## config.mk

```make
export PLATFORM = sky130hd
export DESIGN_NAME = mem_port_arbiter
export DESIGN_NICKNAME = d
export VERILOG_FILES = /design/src/rtl/mem_port_arbiter.sv
export SDC_FILE = /design/constraint.sdc
export NUM_CORES = 1
export LEC_CHECK = 0
export ABC_AREA = 1
export CAP_MARGIN = 40
export CORE_MARGIN = 1
export CORE_UTILIZATION = 45
export DETAILED_ROUTE_END_ITERATION = 8
export PLACE_DENSITY_LB_ADDON = 0.3
export SYNTH_ARGS = -nofsm -noshare
export SYNTH_HDL_FRONTEND = slang
export SYNTH_SLANG_ARGS = --single-unit
```

## constraint.sdc

```tcl
create_clock -name clk -period 7.7 [get_ports clk]
set_clock_uncertainty 0.1 [all_clocks]
set_input_delay 1.925 -clock clk [delete_from_list [all_inputs] [get_ports clk]]
set_output_delay 1.925 -clock clk [all_outputs]
set_load 0.05 [all_outputs]
```

## src/rtl/mem_port_arbiter.sv

```systemverilog
// rtl/mem_port_arbiter.sv - round-robin IF/DM arbiter for the shared memory port
// Define MEMARB_TIMEOUT_EN to abort a transfer after TIMEOUT cycles without mem_ready.
module mem_port_arbiter #(
    parameter int ADDR_W  = 32,
    parameter int DATA_W  = 32,
    parameter int TIMEOUT = 15
) (
    input  logic              clk,
    input  logic              rst,
    input  logic              if_req,
    input  logic [ADDR_W-1:0] if_addr,
    output logic              if_gnt,
    output logic              if_done,
    output logic [DATA_W-1:0] if_rdata,
    input  logic              dm_req,
    input  logic              dm_we,
    input  logic [ADDR_W-1:0] dm_addr,
    input  logic [DATA_W-1:0] dm_wdata,
    output logic              dm_gnt,
    output logic              dm_done,
    output logic [DATA_W-1:0] dm_rdata,
    output logic              mem_sel,
    output logic              mem_en,
    output logic              mem_we,
    output logic [ADDR_W-1:0] mem_addr,
    output logic [DATA_W-1:0] mem_wdata,
    input  logic [DATA_W-1:0] mem_rdata,
    input  logic              mem_ready,
    output logic              mem_err,
    output logic              busy
);

    typedef enum logic [1:0] {
        ST_IDLE = 2'd0,
        ST_XFER = 2'd1,
        ST_RESP = 2'd2
    } state_t;

    localparam logic [DATA_W-1:0] ABORT_WORD = DATA_W'(32'hDEADBEEF);

    state_t            state;
    state_t            state_nxt;
    logic              last_owner;
    logic              sel_r;
    logic              we_r;
    logic              first_r;
    logic [ADDR_W-1:0] addr_r;
    logic [DATA_W-1:0] wdata_r;
    logic [DATA_W-1:0] if_rdata_r;
    logic [DATA_W-1:0] dm_rdata_r;
    logic              take;
    logic              win_dm;
    logic              finish;
    logic              timeout_hit;

    // Owner encoding: 0 = IF, 1 = DM. On conflict the side that did not own last wins.
    assign take   = (state == ST_IDLE) && (if_req || dm_req);
    assign win_dm = dm_req && (!if_req || !last_owner);
    assign finish = (state == ST_XFER) && (mem_ready || timeout_hit);

`ifdef MEMARB_TIMEOUT_EN
    localparam int CNT_W = ($clog2(TIMEOUT + 1) < 4) ? 4 : $clog2(TIMEOUT + 1);

    logic [CNT_W-1:0] cnt;
    logic             err_r;

    // cnt equals the number of ready-less XFER cycles already elapsed.
    assign timeout_hit = (state == ST_XFER) && !mem_ready && (cnt == CNT_W'(TIMEOUT - 1));

    always_ff @(posedge clk or posedge rst) begin
        if (rst) begin
            cnt   <= '0;
            err_r <= 1'b0;
        end else begin
            if (take) begin
                cnt <= '0;
            end else if ((state == ST_XFER) && !mem_ready) begin
                cnt <= cnt + 1'b1;
            end
            if (finish) begin
                err_r <= !mem_ready;
            end
        end
    end

    assign mem_err = (state == ST_RESP) && err_r;
`else
    logic unused_timeout;

    assign unused_timeout = (TIMEOUT != 0);
    assign timeout_hit    = 1'b0;
    assign mem_err        = 1'b0;
`endif

    always_comb begin
        state_nxt = state;
        case (state)
            ST_IDLE: if (take) state_nxt = ST_XFER;
            ST_XFER: if (mem_ready || timeout_hit) state_nxt = ST_RESP;
            ST_RESP: state_nxt = ST_IDLE;
            default: state_nxt = ST_IDLE;
        endcase
    end

    always_ff @(posedge clk or posedge rst) begin
        if (rst) begin
            state      <= ST_IDLE;
            last_owner <= 1'b1;
            sel_r      <= 1'b0;
            we_r       <= 1'b0;
            first_r    <= 1'b0;
            addr_r     <= '0;
            wdata_r    <= '0;
            if_rdata_r <= '0;
            dm_rdata_r <= '0;
        end else begin
            state   <= state_nxt;
            first_r <= take;
            if (take) begin
                sel_r      <= win_dm;
                last_owner <= win_dm;
                addr_r     <= win_dm ? dm_addr : if_addr;
                wdata_r    <= win_dm ? dm_wdata : '0;
                we_r       <= win_dm && dm_we;
            end
            // Stores never touch dm_rdata; an abort returns the marker word.
            if (finish) begin
                if (!sel_r) begin
                    if_rdata_r <= mem_ready ? mem_rdata : ABORT_WORD;
                end else if (!we_r) begin
                    dm_rdata_r <= mem_ready ? mem_rdata : ABORT_WORD;
                end
            end
        end
    end

    assign if_gnt    = (state == ST_XFER) && first_r && !sel_r;
    assign dm_gnt    = (state == ST_XFER) && first_r && sel_r;
    assign if_done   = (state == ST_RESP) && !sel_r;
    assign dm_done   = (state == ST_RESP) && sel_r;
    assign if_rdata  = if_rdata_r;
    assign dm_rdata  = dm_rdata_r;
    assign mem_sel   = sel_r;
    assign mem_en    = (state == ST_XFER);
    assign mem_we    = we_r;
    assign mem_addr  = addr_r;
    assign mem_wdata = wdata_r;
    assign busy      = (state != ST_IDLE);

endmodule

```

; Yosys cells after proc, flatten, opt, wreduce, memory -nomap -nowiden
; Cells that the tools add are included.
[totals]
regBits = 134
wordCells = 40
input_bits = 134
output_inout_bits = 137
[op_classes]
n_eq_ne = 4
bitwise_logic = 2
n_reduce_logical = 19
mux = 6
[op_table]
columns = op, count
row1 = 2-to-1 mux 32 bit, 3
row2 = logical AND 1 bit, 9
row3 = 2-to-1 mux 2 bit, 2
row4 = one-hot mux 2 bit (2 select lines), 1
row5 = AND reduction 2 bit, 2
row6 = logical NOT 1 bit, 3
row7 = AND reduction 3 bit, 1
row8 = "equality test 2 x 1 -> 1 bit, second input constant", 1
row9 = "equality test 2 bit, second input constant", 1
row10 = logical NOT 2 bit, 1
row11 = logical OR 1 bit, 2
row12 = "inequality test 2 x 1 -> 1 bit, second input constant", 1
row13 = "inequality test 2 bit, second input constant", 1
row14 = inverter 1 bit, 2
row15 = nonzero test 2 bit, 1

; Longest topological paths before layout
; Gate-level depths: netlist (run 1).
[depth]
depth_word = 4
mapped_depth = 8
mapped_depth_nobuf = 6

; Worst setup path after synthesis (run 1)
; Ideal clock, no wire load.
[synth_path]
kind = register -> output
start = reg sel_r (netlist: mem_sel)
end = out dm_done
t_required_ns = 5.675
stages_incl_launch_ff = 3
n_path_buf = 0
t_arrival_ns = 1.909
setup_slack_ns = 3.766
path_cell_list = dfrtp_1 > inv_1 > nor3_1
[synth_via]
elab_chain_len = 1
[synth_rtl]
columns = element, line_no
row1 = start: declaration, 44  ; logic sel_r;
row2 = start signal: assignment, 120  ; sel_r <= win_dm;
row3 = logical AND 1 bit, 140  ; assign dm_done = (state == ST_RESP) && sel_r;
row4 = end: declaration, 20  ; output logic dm_done,
; No other way between the ends.

; Worst setup path after layout (run 1)
[layout_path]
start = reg state[0]
end = out if_gnt
[layout_via]
elab_chain_len = 3
[layout_rtl]
columns = element, line_no
row1 = start: declaration, 41  ; state_t state;
row2 = start signal: assignment, 117  ; state <= state_nxt;
row3 = equality test 2 x 1 -> 1 bit, 137  ; assign if_gnt = (state == ST_XFER) && first_r && !sel_r;
row4 = logical AND 1 bit (2 in a row), 137
row5 = end: declaration, 12  ; output logic if_gnt,
; No other way between the ends.

==> results.toml, run 1 <==
[clock_tree]
cts-root-buf = "clkbuf_16"
h-tree-depth = 4
cts_sinks = 134
post_cts_buffers = 0
cts_resized = 0
cts_tree = "done"
hold_buffers = 0
cts.clk_slew.worst_paths_ns = 0.06
clk-insertion-delay-late_ns = 0.41
cts_buffers = 17
clockBufferDepth = 2

[detailed_routing]
dr_wl_met2_um = 8430
met1Wirelength_um = 6840
firstDrtPassIters = 4
wl_per_cell_um = 14.9
drc = 0
wl_um = 17300
top_layer_used = "met4"
viasPerCell = 4.81
ant_nets = 0
wl_met3_um = 1690
first_iter_violations = 341
vias = 5591

[grt]
grt_pass1_vias = 5379
grt_pass1_wl_um = 27100
grt_overflow = 0
grt_use_total = 0.266
antenna_found_initial = 0
grt_max_degree = 69

[setup_path]
r2r-end = "mem_sel"
crit_fanout = 4
setup.worst_path.start_class = "flop"
critical_path_class = "reg -> out"
cp-endpoint = "if_gnt"
cp.arrival_ns = 2.13
crit_chain = "inv_2, nor2_2, nand2_1, nor2_1, clkdlybuf4s50_1"
cp-end-kind = "output port"
reg2reg_slack_ns = 5.46
critPathMaxStageDelay_ns = 0.90
r2r-start = "last_owner"
reg2reg_depth = 5
startpoint = "state[0]"
critical_path.slowest_cell = "clkdlybuf4s50_1"
cp.required_ns = 5.68

[floorplanning]
start_util = 0.461
fp.coreArea_mm2 = 0.0126
die_h_um = 116
placementRows = 41
die_x_um = 116
io_pins = 271
die_area_mm2 = 0.0134

[cells_and_area]
final_cell_mix = "329 x nand2_1, 269 x clkdlybuf4s50_1, 133 x dfrtp_1"
fin_nets = 1112
area_growth_pct = 59.9
final_common_cell = "nand2_1"
post-route-util = 0.737
stdcell_count = 1162
drive_above_1_share = 0.0545
insertedDiodeCount = 0

[synth]
synthSimpleGateAreaFrac = 0.309
syn_nets = 856
synth_warnings = 0
syn-cell-area_mm2 = 0.00582
seq_area_frac_synth = 0.577
muxShareOfSynthArea = 0
synth_compound_area_frac = 0.0297
avgSynthCellArea_um2 = 8.06
synth-seq-cells = 134
synthDistinctLibCells = 19
synthAdderAreaFrac = 0
synth_xor_area_frac = 0
synthesis.instances = 722
synth_top_family_by_area = "simple AND/OR/NAND/NOR gates"

[power]
p_leak_nw = 4.69
pwr-share-clk = 0.185
swShare = 0.487
seq_power_share = 0.259
p_switching_mw = 2.32
internal_power_mw = 2.44
combPwrFrac = 0.556
vdd_drop_max_v = 0.000267
p_per_area_mw_per_mm2 = 512
power_mw = 4.76

[sta]
relSlewSlack = 0.488
setup_violations = 0
hold_viol = 0
slew_violations = 0
worstMarginPinSlew_ns = 0.768
fin_setup_tns_ns = 0
max_freq_mhz = 240
min_period_ns = 4.16
post-route-period-util = 0.540
rsz0062_at_grt = "no"

[placed_design]
place_hpwl_um = 12100
io_buffers = 269
gp_congestion = 0.813
dp.cells = 1131

[min_path]
hold_path_class = "reg -> reg"

[flow_run]
maxCapViolations = 0

[outcome]
status = "finished, final reports clean"
==> power groups by stage <==
stage	registers [mW]	logic [mW]	clock network [mW]
finish	1.23	2.65	0.880
global route	1.27	2.80	0.923
floorplan	2.35	0.587	0
CTS	1.23	2.66	0.893
global placement	1.23	2.59	0
detailed placement	1.23	2.65	0
==> per-layer routing <==
layer / GRT usage / vias to the layer above
li1: - / 2725
met1: 0.315 / 2617
met2: 0.445 / 223
met3: 0.103 / 26
met4: 0.0889 / 0
met5: 0 / -
==> final cells by class <==
class                      instances  area (um^2)
sequential                       134         3350
fill                             984         3320
timing repair buffer             280         2840
multi-input combinational        473         1970
clock buffer                      19          443
inverter                          72          273
tap                              172          215
clock inverter                    12          201
==> cell usage after synthesis <==
cell type  number  area (um^2)
buf_4           8         60.1
dfstp_2         1         26.3
buf_2          23          115
nand2_2         1         6.26
o21ai_0        33          165
nand2_1       329         1230
clkbuf_1       11         41.3
nor2_1          2         7.51
conb_1          1         3.75
o31ai_1         1         7.51
nand3_2         1         10.0
nand3_1        98          490
dfrtp_1       133         3330
inv_1          68          255
nor2_4          1         11.3
nor3_1          2         10.0
inv_2           4         15.0
nor2_2          4         25.0
buf_1           1         3.75
==> through the flow <==
stage               hold WS (ns)  instance area (um^2)  setup slack, ns
floorplan                  0.343                  5820             2.09
global placement           0.361                  8550             2.42
detailed placement         0.364                  8660             3.47
CTS                        0.380                  9300             3.52
global route               0.395                  9300             3.43
finish                     0.376                  9300             3.54
==> worst max-delay path, delay by kind of cell (launching register included) <==
family                 cells  cell delay [ns]
buffers and inverters      2             0.97
DFF                        1             0.40
and+or+nand+nor            3             0.33
==> worst min path at each step <==
stage | endpoint | startpoint | slack [ns] | cells after the start
after detailed placement | if_rdata[8] | if_rdata[8] | 0.36 | 2
after floorplan | last_owner | last_owner | 0.34 | 2
after global routing | if_rdata[7] | if_rdata[7] | 0.40 | 2
final | mem_addr[8] | mem_addr[8] | 0.38 | 2
after global placement | if_rdata[30] | if_rdata[30] | 0.36 | 2
after CTS | if_rdata[8] | if_rdata[8] | 0.38 | 2
==> cells by family after synthesis <==
kind of cell	count (synthesis)
other cells	1
flops	134
buf+inv	115
compound gates	34
simple gates	438
==> state kept, by name (all words and copies together), names as in the netlist <==
| register | flops |
|---|---|
| first_r | 1 |
| state | 2 |
| mem_addr | 32 |
| mem_wdata | 32 |
| last_owner | 1 |
| dm_rdata | 32 |
| mem_we | 1 |
| mem_sel | 1 |
| if_rdata | 32 |
No activity file was read; power rests on OpenSTA's default activity.
==> run 2: changes to the inputs <==
--- a/config.mk
+++ b/config.mk
@@ -8,7 +8,7 @@
 export ABC_AREA = 1
 export CAP_MARGIN = 40
 export CORE_MARGIN = 1
-export CORE_UTILIZATION = 45
+export CORE_UTILIZATION = 37
 export DETAILED_ROUTE_END_ITERATION = 8
 export PLACE_DENSITY_LB_ADDON = 0.3
 export SYNTH_ARGS = -nofsm -noshare
==> constraint.sdc (replaced) <==
create_clock -name clk -period 3.5 [get_ports clk]
set_clock_uncertainty 0.1 [all_clocks]
set_input_delay 0.875 -clock clk [delete_from_list [all_inputs] [get_ports clk]]
set_output_delay 0.875 -clock clk [all_outputs]
set_load 0.05 [all_outputs]
==> run 2 against run 1 <==
Net effect:
- flip-flop and latch count did not move
- sequential share of layout area is 0.068 points higher
- setup slack lost 3.2 ns
- combinational power is 120% higher
- utilization decreased by 13 points
- clock-buffer cell count fell by 2
- largest cell class unchanged
- highest routed layer unchanged
==> results.toml, run 2 (synthesis results as in run 1) <==
[grt]
grt_overflow = 0
grt_use_total = 0.221
antenna_found_initial = 0
grt_max_degree = 135
grt_pass1_wl_um = 27500
grt_pass1_vias = 5294

[floorplanning]
io_pins = 271
start_util = 0.381
die_area_mm2 = 0.0162
die_h_um = 127
placementRows = 45
fp.coreArea_mm2 = 0.0153
die_x_um = 127

[clock_tree]
cts_sinks = 134
cts.clk_slew.worst_paths_ns = 0.06
clk-insertion-delay-late_ns = 0.41
clockBufferDepth = 2
cts_tree = "done"
cts-root-buf = "clkbuf_16"
hold_buffers = 0
h-tree-depth = 4
cts_resized = 0
cts_buffers = 17
post_cts_buffers = 0

[cells_and_area]
final_common_cell = "nand2_1"
fillers = 1354
insertedDiodeCount = 0
final_cell_mix = "329 x nand2_1, 269 x clkdlybuf4s50_1, 133 x dfrtp_1"
fin_nets = 1114
area_growth_pct = 59.6
multi_input_area_mm2 = 0.00197
stdcell_count = 1204
layout.area.seq_mm2 = 0.00335
drive_above_1_share = 0.0584
final_area_mm2 = 0.00928

[placed_design]
place_hpwl_um = 11500
gp_congestion = 0.762
dp.cells = 1172
io_buffers = 269
placed_area_mm2 = 0.00868

[sta]
min_period_ns = 3.12
max_freq_mhz = 320
post-route-period-util = 0.892
slew_violations = 0
setup_violations = 0
rsz0062_at_grt = "no"
relSlewSlack = 0.449
hold-worst-slack_ns = 0.374
hold_viol = 0
fin_setup_tns_ns = 0
worstMarginPinSlew_ns = 0.826

[setup_path]
critical_path.slowest_cell = "clkdlybuf4s50_1"
crit_fanout = 6
crit_chain = "inv_1, nor3_1, clkdlybuf4s50_1"
cp.arrival_ns = 2.15
critical_path_class = "reg -> out"
cp-end-kind = "output port"
cp.required_ns = 2.52
critPathMaxStageDelay_ns = 0.91
setup.worst_path.start_class = "flop"

[detailed_routing]
firstDrtPassIters = 7
wl_um = 17300
ant_nets = 0
wl_per_cell_um = 14.3
drc = 0
viasPerCell = 4.57
first_iter_violations = 322
vias = 5503

[power]
vdd_drop_max_v = 0.000617
p_leak_nw = 4.65
p_per_area_mw_per_mm2 = 1110
power_mw = 10.3

[flow_run]
maxCapViolations = 0

[min_path]
hold_path_class = "reg -> reg"

[outcome]
status = "finished, final reports clean"
-- run 2: final cells by class --
cell class                 count  share of cell area
sequential                   134               0.361
tap                          211              0.0284
timing repair buffer         282               0.303
multi-input combinational    473               0.212
clock inverter                15              0.0193
clock buffer                  17              0.0458
inverter                      72              0.0295
-- run 2: routing by layer --
| metal | vias up | track usage | wire, um |
|---|---|---|---|
| met1 | 2534 | 0.269 | 7210 |
| met3 | 29 | 0.0879 | 1670 |
| met4 | 0 | 0.0931 | 425 |
| li1 | 2731 | - | - |
| met5 | - | 0 | 0 |
| met2 | 209 | 0.348 | 7950 |
-- run 2: report_power, final --
group	switching [mW]	internal [mW]
Clock	0.700	1.12
Sequential	0.404	2.29
Combinational	4.00	1.78
Total	5.10	5.19
-- run 2: worst max-delay path: cells and delay by family, from the launching register on --
kind | cells | cell delay, ns
DFF | 1 | 0.44
buffers and inverters | 2 | 1.03
and+or+nand+nor | 1 | 0.26
-- run 2: worst paths after layout --
check,depth (start not counted),slack [ns],start,endpoint
max,3,0.38,mem_sel,dm_done
min,2,0.37,if_rdata[17],if_rdata[17]
max reg2reg,7,1.84,mem_we,dm_rdata[28]
min reg2reg,2,0.37,if_rdata[17],if_rdata[17]
max in group asynchronous,3,1.77,rst,if_rdata[14]
min in group asynchronous,3,0.84,rst,if_rdata[21]
-- run 2: per-stage QoR --
step,utilization,setup WS (ns)
floorplan,-,0.616
global placement,0.569,0.843
detailed placement,0.569,0.846
CTS,0.608,0.366
global route,0.608,0.269
finish,0.608,0.377
